`src/rtl/controle_mult_escalar.sv`:
```
// ---------------------------------------------------------------------------
// controle_mult_escalar
//
// Purpose:
//    Sequencer that computes nova_matriz_A = num_inteiro * matriz_A for a
//    packed 5x5 matrix of signed 8-bit elements. A single signed multiplier
//    is reused for every element, so one element is handled per clock.
//    Each product is saturated to the signed 8-bit range, and the number of
//    saturated elements is reported. The visible result register is only
//    updated when the whole matrix has been computed.
//
// Ports:
//    clk            system clock, rising edge
//    rst            asynchronous, active-high reset
//    start          request pulse, only sampled while idle
//    matriz_A       packed signed matrix, element k at [k*LARGURA +: LARGURA]
//    num_inteiro    signed scalar
//    nova_matriz_A  registered result matrix, same packing as matriz_A
//    busy           high while elements are being computed
//    done           one-cycle pulse when nova_matriz_A holds a new result
//    sat_count      number of saturated elements in the last operation
// ---------------------------------------------------------------------------
module controle_mult_escalar #(
   parameter int N_ELEM  = 25,
   parameter int LARGURA = 8
) (
   input  logic                        clk,
   input  logic                        rst,
   input  logic                        start,
   input  logic [N_ELEM*LARGURA-1:0]   matriz_A,
   input  logic [LARGURA-1:0]          num_inteiro,
   output logic [N_ELEM*LARGURA-1:0]   nova_matriz_A,
   output logic                        busy,
   output logic                        done,
   output logic [4:0]                  sat_count
);

   localparam int IDX_W  = $clog2(N_ELEM);
   localparam int MAT_W  = N_ELEM * LARGURA;
   localparam int PROD_W = 2 * LARGURA;

   localparam logic signed [PROD_W-1:0] SAT_MAX  = PROD_W'((1 << (LARGURA - 1)) - 1);
   localparam logic signed [PROD_W-1:0] SAT_MIN  = PROD_W'(-(1 << (LARGURA - 1)));
   localparam logic [IDX_W-1:0]         LAST_IDX = IDX_W'(N_ELEM - 1);

   typedef enum logic [1:0] {
      IDLE,
      CALC,
      FIM
   } state_t;

   state_t                     r_state;
   state_t                     w_nextState;

   logic [MAT_W-1:0]           r_matA;
   logic signed [LARGURA-1:0]  r_scalar;
   logic [MAT_W-1:0]           r_shadow;
   logic [MAT_W-1:0]           r_novaMatriz;
   logic [IDX_W-1:0]           r_idx;
   logic [4:0]                 r_satCnt;
   logic [4:0]                 r_satCount;
   logic                       r_busy;
   logic                       r_done;

   logic                       w_load;
   logic                       w_step;
   logic                       w_finish;
   logic                       w_lastIdx;
   logic signed [LARGURA-1:0]  w_elem;
   logic signed [PROD_W-1:0]   w_prod;
   logic [LARGURA-1:0]         w_satElem;
   logic                       w_isSat;
   logic [MAT_W-1:0]           w_shadowNext;
   logic [4:0]                 w_satCntNext;

   assign w_lastIdx = (r_idx == LAST_IDX);

   // Operand for the current element comes from the latched copy of the
   // input matrix, so input changes during an operation have no effect.
   assign w_elem = r_matA[int'(r_idx)*LARGURA +: LARGURA];
   assign w_prod = w_elem * r_scalar;

   // Clamp the full-width product into the signed element range; values
   // already in range survive truncation unchanged.
   always_comb begin
      w_satElem = w_prod[LARGURA-1:0];
      w_isSat   = 1'b0;
      if (w_prod > SAT_MAX) begin
         w_satElem = SAT_MAX[LARGURA-1:0];
         w_isSat   = 1'b1;
      end else if (w_prod < SAT_MIN) begin
         w_satElem = SAT_MIN[LARGURA-1:0];
         w_isSat   = 1'b1;
      end
   end

   // Shadow matrix with the current element merged in. On the last element
   // this merged value is what gets published, so the final element does
   // not need an extra cycle to land in the shadow first.
   always_comb begin
      w_shadowNext = r_shadow;
      w_shadowNext[int'(r_idx)*LARGURA +: LARGURA] = w_satElem;
      w_satCntNext = r_satCnt + 5'(w_isSat);
   end

   // State register.
   always_ff @(posedge clk or posedge rst) begin
      if (rst) begin
         r_state <= IDLE;
      end else begin
         r_state <= w_nextState;
      end
   end

   // Next-state logic plus the control strobes the datapath acts on.
   // Start is only looked at while idle; there is no request queue.
   always_comb begin
      w_nextState = r_state;
      w_load      = 1'b0;
      w_step      = 1'b0;
      w_finish    = 1'b0;
      case (r_state)
         IDLE: begin
            if (start) begin
               w_nextState = CALC;
               w_load      = 1'b1;
            end
         end
         CALC: begin
            w_step = 1'b1;
            if (w_lastIdx) begin
               w_nextState = FIM;
               w_finish    = 1'b1;
            end
         end
         FIM: begin
            w_nextState = IDLE;
         end
         default: begin
            w_nextState = IDLE;
         end
      endcase
   end

   // Datapath: operand capture, per-element shadow update and publication
   // of the completed result. busy and done are registered copies of the
   // upcoming state so they are glitch-free and never overlap.
   always_ff @(posedge clk or posedge rst) begin
      if (rst) begin
         r_matA       <= '0;
         r_scalar     <= '0;
         r_shadow     <= '0;
         r_novaMatriz <= '0;
         r_idx        <= '0;
         r_satCnt     <= '0;
         r_satCount   <= '0;
         r_busy       <= 1'b0;
         r_done       <= 1'b0;
      end else begin
         r_busy <= (w_nextState == CALC);
         r_done <= (w_nextState == FIM);
         if (w_load) begin
            r_matA   <= matriz_A;
            r_scalar <= num_inteiro;
            r_shadow <= '0;
            r_satCnt <= '0;
            r_idx    <= '0;
         end else if (w_step) begin
            r_shadow <= w_shadowNext;
            r_satCnt <= w_satCntNext;
            if (!w_lastIdx) begin
               r_idx <= r_idx + 1'b1;
            end
         end
         if (w_finish) begin
            r_novaMatriz <= w_shadowNext;
            r_satCount   <= w_satCntNext;
         end
      end
   end

   assign nova_matriz_A = r_novaMatriz;
   assign sat_count     = r_satCount;
   assign busy          = r_busy;
   assign done          = r_done;

endmodule

```
`config.mk`:
```
export PLATFORM = sky130hd
export DESIGN_NAME = controle_mult_escalar
export DESIGN_NICKNAME = d
export VERILOG_FILES = /design/src/rtl/controle_mult_escalar.sv
export SDC_FILE = /design/constraint.sdc
export NUM_CORES = 2
export LEC_CHECK = 0
export ABC_AREA = 1
export ABC_CLOCK_PERIOD_IN_PS = 27200
export CELL_PAD_IN_SITES_DETAIL_PLACEMENT = 1
export CELL_PAD_IN_SITES_GLOBAL_PLACEMENT = 1
export CORE_MARGIN = 3
export CORE_UTILIZATION = 35
export DETAILED_ROUTE_END_ITERATION = 12
export GPL_TIMING_DRIVEN = 0
export PLACE_DENSITY_LB_ADDON = 0.2
export SLEW_MARGIN = 5
export SYNTH_ARGS = -nofsm -noshare
export SYNTH_HDL_FRONTEND = slang
export SYNTH_SLANG_ARGS = --single-unit
```
`constraint.sdc`:
```
create_clock -name clk -period 27.2 [get_ports clk]
set_clock_uncertainty 0.15 [all_clocks]
set_input_delay 5.44 -clock clk [delete_from_list [all_inputs] [get_ports clk]]
set_output_delay 5.44 -clock clk [all_outputs]
set_load 0.03 [all_outputs]
```
==> metrics.cfg <==
[clock_network]
numCtsBuffers = 74
cts_sinks = 627
h-tree-depth = 3
clockBufferDepth = 3
tritoncts = yes
cts_setup_buffers = 0
clock-root-buffer = clkbuf_16
cts_hold_buf = 0
cts.repair.resized = 0
clock_latency_ns = 0.65
cts.clk_slew.worst_paths_ns = 0.06

[drt]
wl_met2_um = 59300
routed.top_layer = met5
first_iter_violations = 2229
first_pass_iters = 5
wl_met3_um = 8170
avgViaCountPerCell = 5.19
finalWirelength_um = 130000
drt-wirelength-per-cell_um = 23.1
drc = 0
wirelength_met1_um = 57000
antenna_left = 0
vias = 29100

[timing]
worst_slew_pin_slew_ns = 1.13
finalSetupViolCount = 0
rsz0062_at_grt = no
max-slew-margin-rel_pct = 24.9
post-route-min-period_ns = 9.23
slew_viol_final = 0
hold_viol = 0
fin_crit_sh_pct = 33.9
max_freq_ghz = 0.108

[layout]
synthToLayoutAreaGrowth_pct = 26.7
final_cell_mix = nand2_1, dfrtp_1, clkdlybuf4s50_1, o21ai_0, nand3_1
layout_commonest_cell = nand2_1
fin_nets = 4685
final_area_mm2 = 0.0398
drive_gt1_share_pct = 9.32
fillers = 10700

[setup_path]
timing.critical_path.mode_cell = nand2_1
r2r-start = r_idx[0]
end_kind = flop
crit_fanout = 11
r2r_slack_ns = 17.97
slowest_delay_ns = 0.74
startpoint = r_idx[0]
start_kind = flop
critPathSlowestCell = buf_1
cp.arrival_ns = 9.63
path_class = reg2reg
required_ns = 27.61

[floorplanning]
initial_core_util_pct = 35.4
ioPinCount = 418
die_h_um = 306
dieArea_mm2 = 0.0933
core_area_mm2 = 0.0886
die_w_um = 306
rows = 109

[worst_hold_path]
hp-class = reg2reg
hold_path.startpoint = r_matA[148]

[global_routing]
grt_pass1_vias = 30500
grt_max_degree = 113
grtUsageTotal_pct = 27.7
grt.overflow.total = 0
antenna_found_initial = 8
grt_pass1_wl_um = 195000

[yosys]
syn_inst = 3883
synth-seq-area-share_pct = 50.0
ys.flop_type = dfrtp_1
synth_area_mm2 = 0.0314
synth_fp_nets = 4186
synth-edff-count = 0
syn_avg_cell_area_um2 = 8.09
async_flop_share_pct = 100
ys_warn_count = 0
ys_seq_elements = 627
yosysUniqueCellTypes = 48

[run]
cap_viol_max_count = 0

[placement]
place_area_mm2 = 0.0372
gp_congestion = 0.894
io_buffers = 417
detailed_place_hpwl_um = 97300

[status]
status = completed

==> layer usage <==
layer  track usage, %  vias to the layer above
met5                0                        -
met4             10.1                        6
met3             5.22                      242
met2             44.1                      879
met1             37.7                    14700
li1                 -                    13300
==> logic make-up after synthesis <==
family | after synthesis | share of synthesized area (%)
XOR/XNOR | 9 | 0.251
AND/OR/NAND/NOR | 2222 | 30.0
flip-flops | 627 | 50.0
adder cells (fa/ha/maj) | 92 | 4.98
AO/OA/AOI/OAI | 470 | 8.78
buffers and inverters | 460 | 5.92
multiplexers | 3 | 0.0957
==> layout make-up <==
type	count	area, µm²	share of cell area, %
antenna	1	2.50	0.00629
inverter	254	963	2.42
clock buffer	108	2160	5.43
timing repair buffer	423	4340	10.9
multi-input combinational	2796	13800	34.8
clock inverter	28	413	1.04
sequential	627	15700	39.4
tap	1165	1460	3.66
buffer	206	902	2.27
==> critical path: cells and delay by family (launching register included) <==
kind	cells	cell delay [ns]
and+or+nand+nor	16	2.41
buffers and inverters	10	2.22
DFF	1	0.43
adders and majority gates	5	2.54
AOI/OAI and AO/OA	3	1.37
==> stage by stage <==
stage               std cells  hold slack (ns)  setup TNS (ns)  utilization [%]  worst slack, ns
finish                   5608            0.317               0             44.9            17.97
global placement         5465            0.300        -3087.10             41.8            -5.02
floorplan                3883            0.287               0                -             4.05
global route             5607            0.338               0             44.9            17.59
detailed placement       5471            0.303               0             42.0            18.07
CTS                      5607            0.318               0             44.9            18.10
==> Yosys cell counts (all sizes together), types with 4 or more instances <==
master,n,area share [%]
a21boi,10,0.36
ha,37,1.5
nor2,193,2.8
fa,55,3.5
o22ai,11,0.22
a21oi,41,0.69
buf,83,1.4
a31oi,8,0.16
nand3b,4,0.096
o221ai,10,0.28
clkinv,4,0.048
nand3,256,4.4
dfrtp,627,50
clkbuf,123,1.5
nor3,5,0.080
nand4,19,0.57
inv,250,3.0
o21bai,6,0.19
xor2,6,0.17
o21ai,318,5.3
or2,90,1.8
a211oi,4,0.096
o211ai,59,1.4
nand2,1652,20
==> sequential cells by signal, summed over array words and instances (netlist names) <==
register       count
r_matA           200
r_satCnt           5
done               1
r_scalar           8
nova_matriz_A    200
r_idx              5
r_state            2
r_shadow         200
sat_count          5
busy               1
==> path summary, 6_finish.rpt <==
kind / endpoint / cells after the start
max reg2reg: r_shadow[175] / 34
min reg2reg: r_matA[148] / 2
min: r_matA[148] / 2
min in group asynchronous: r_satCnt[4] / 2
max in group asynchronous: nova_matriz_A[122] / 5
max: r_shadow[175] / 34
Power is left out: the tool's default activity adds up to more than one toggle a clock period on the data nets, which glitch-free logic cannot reach.
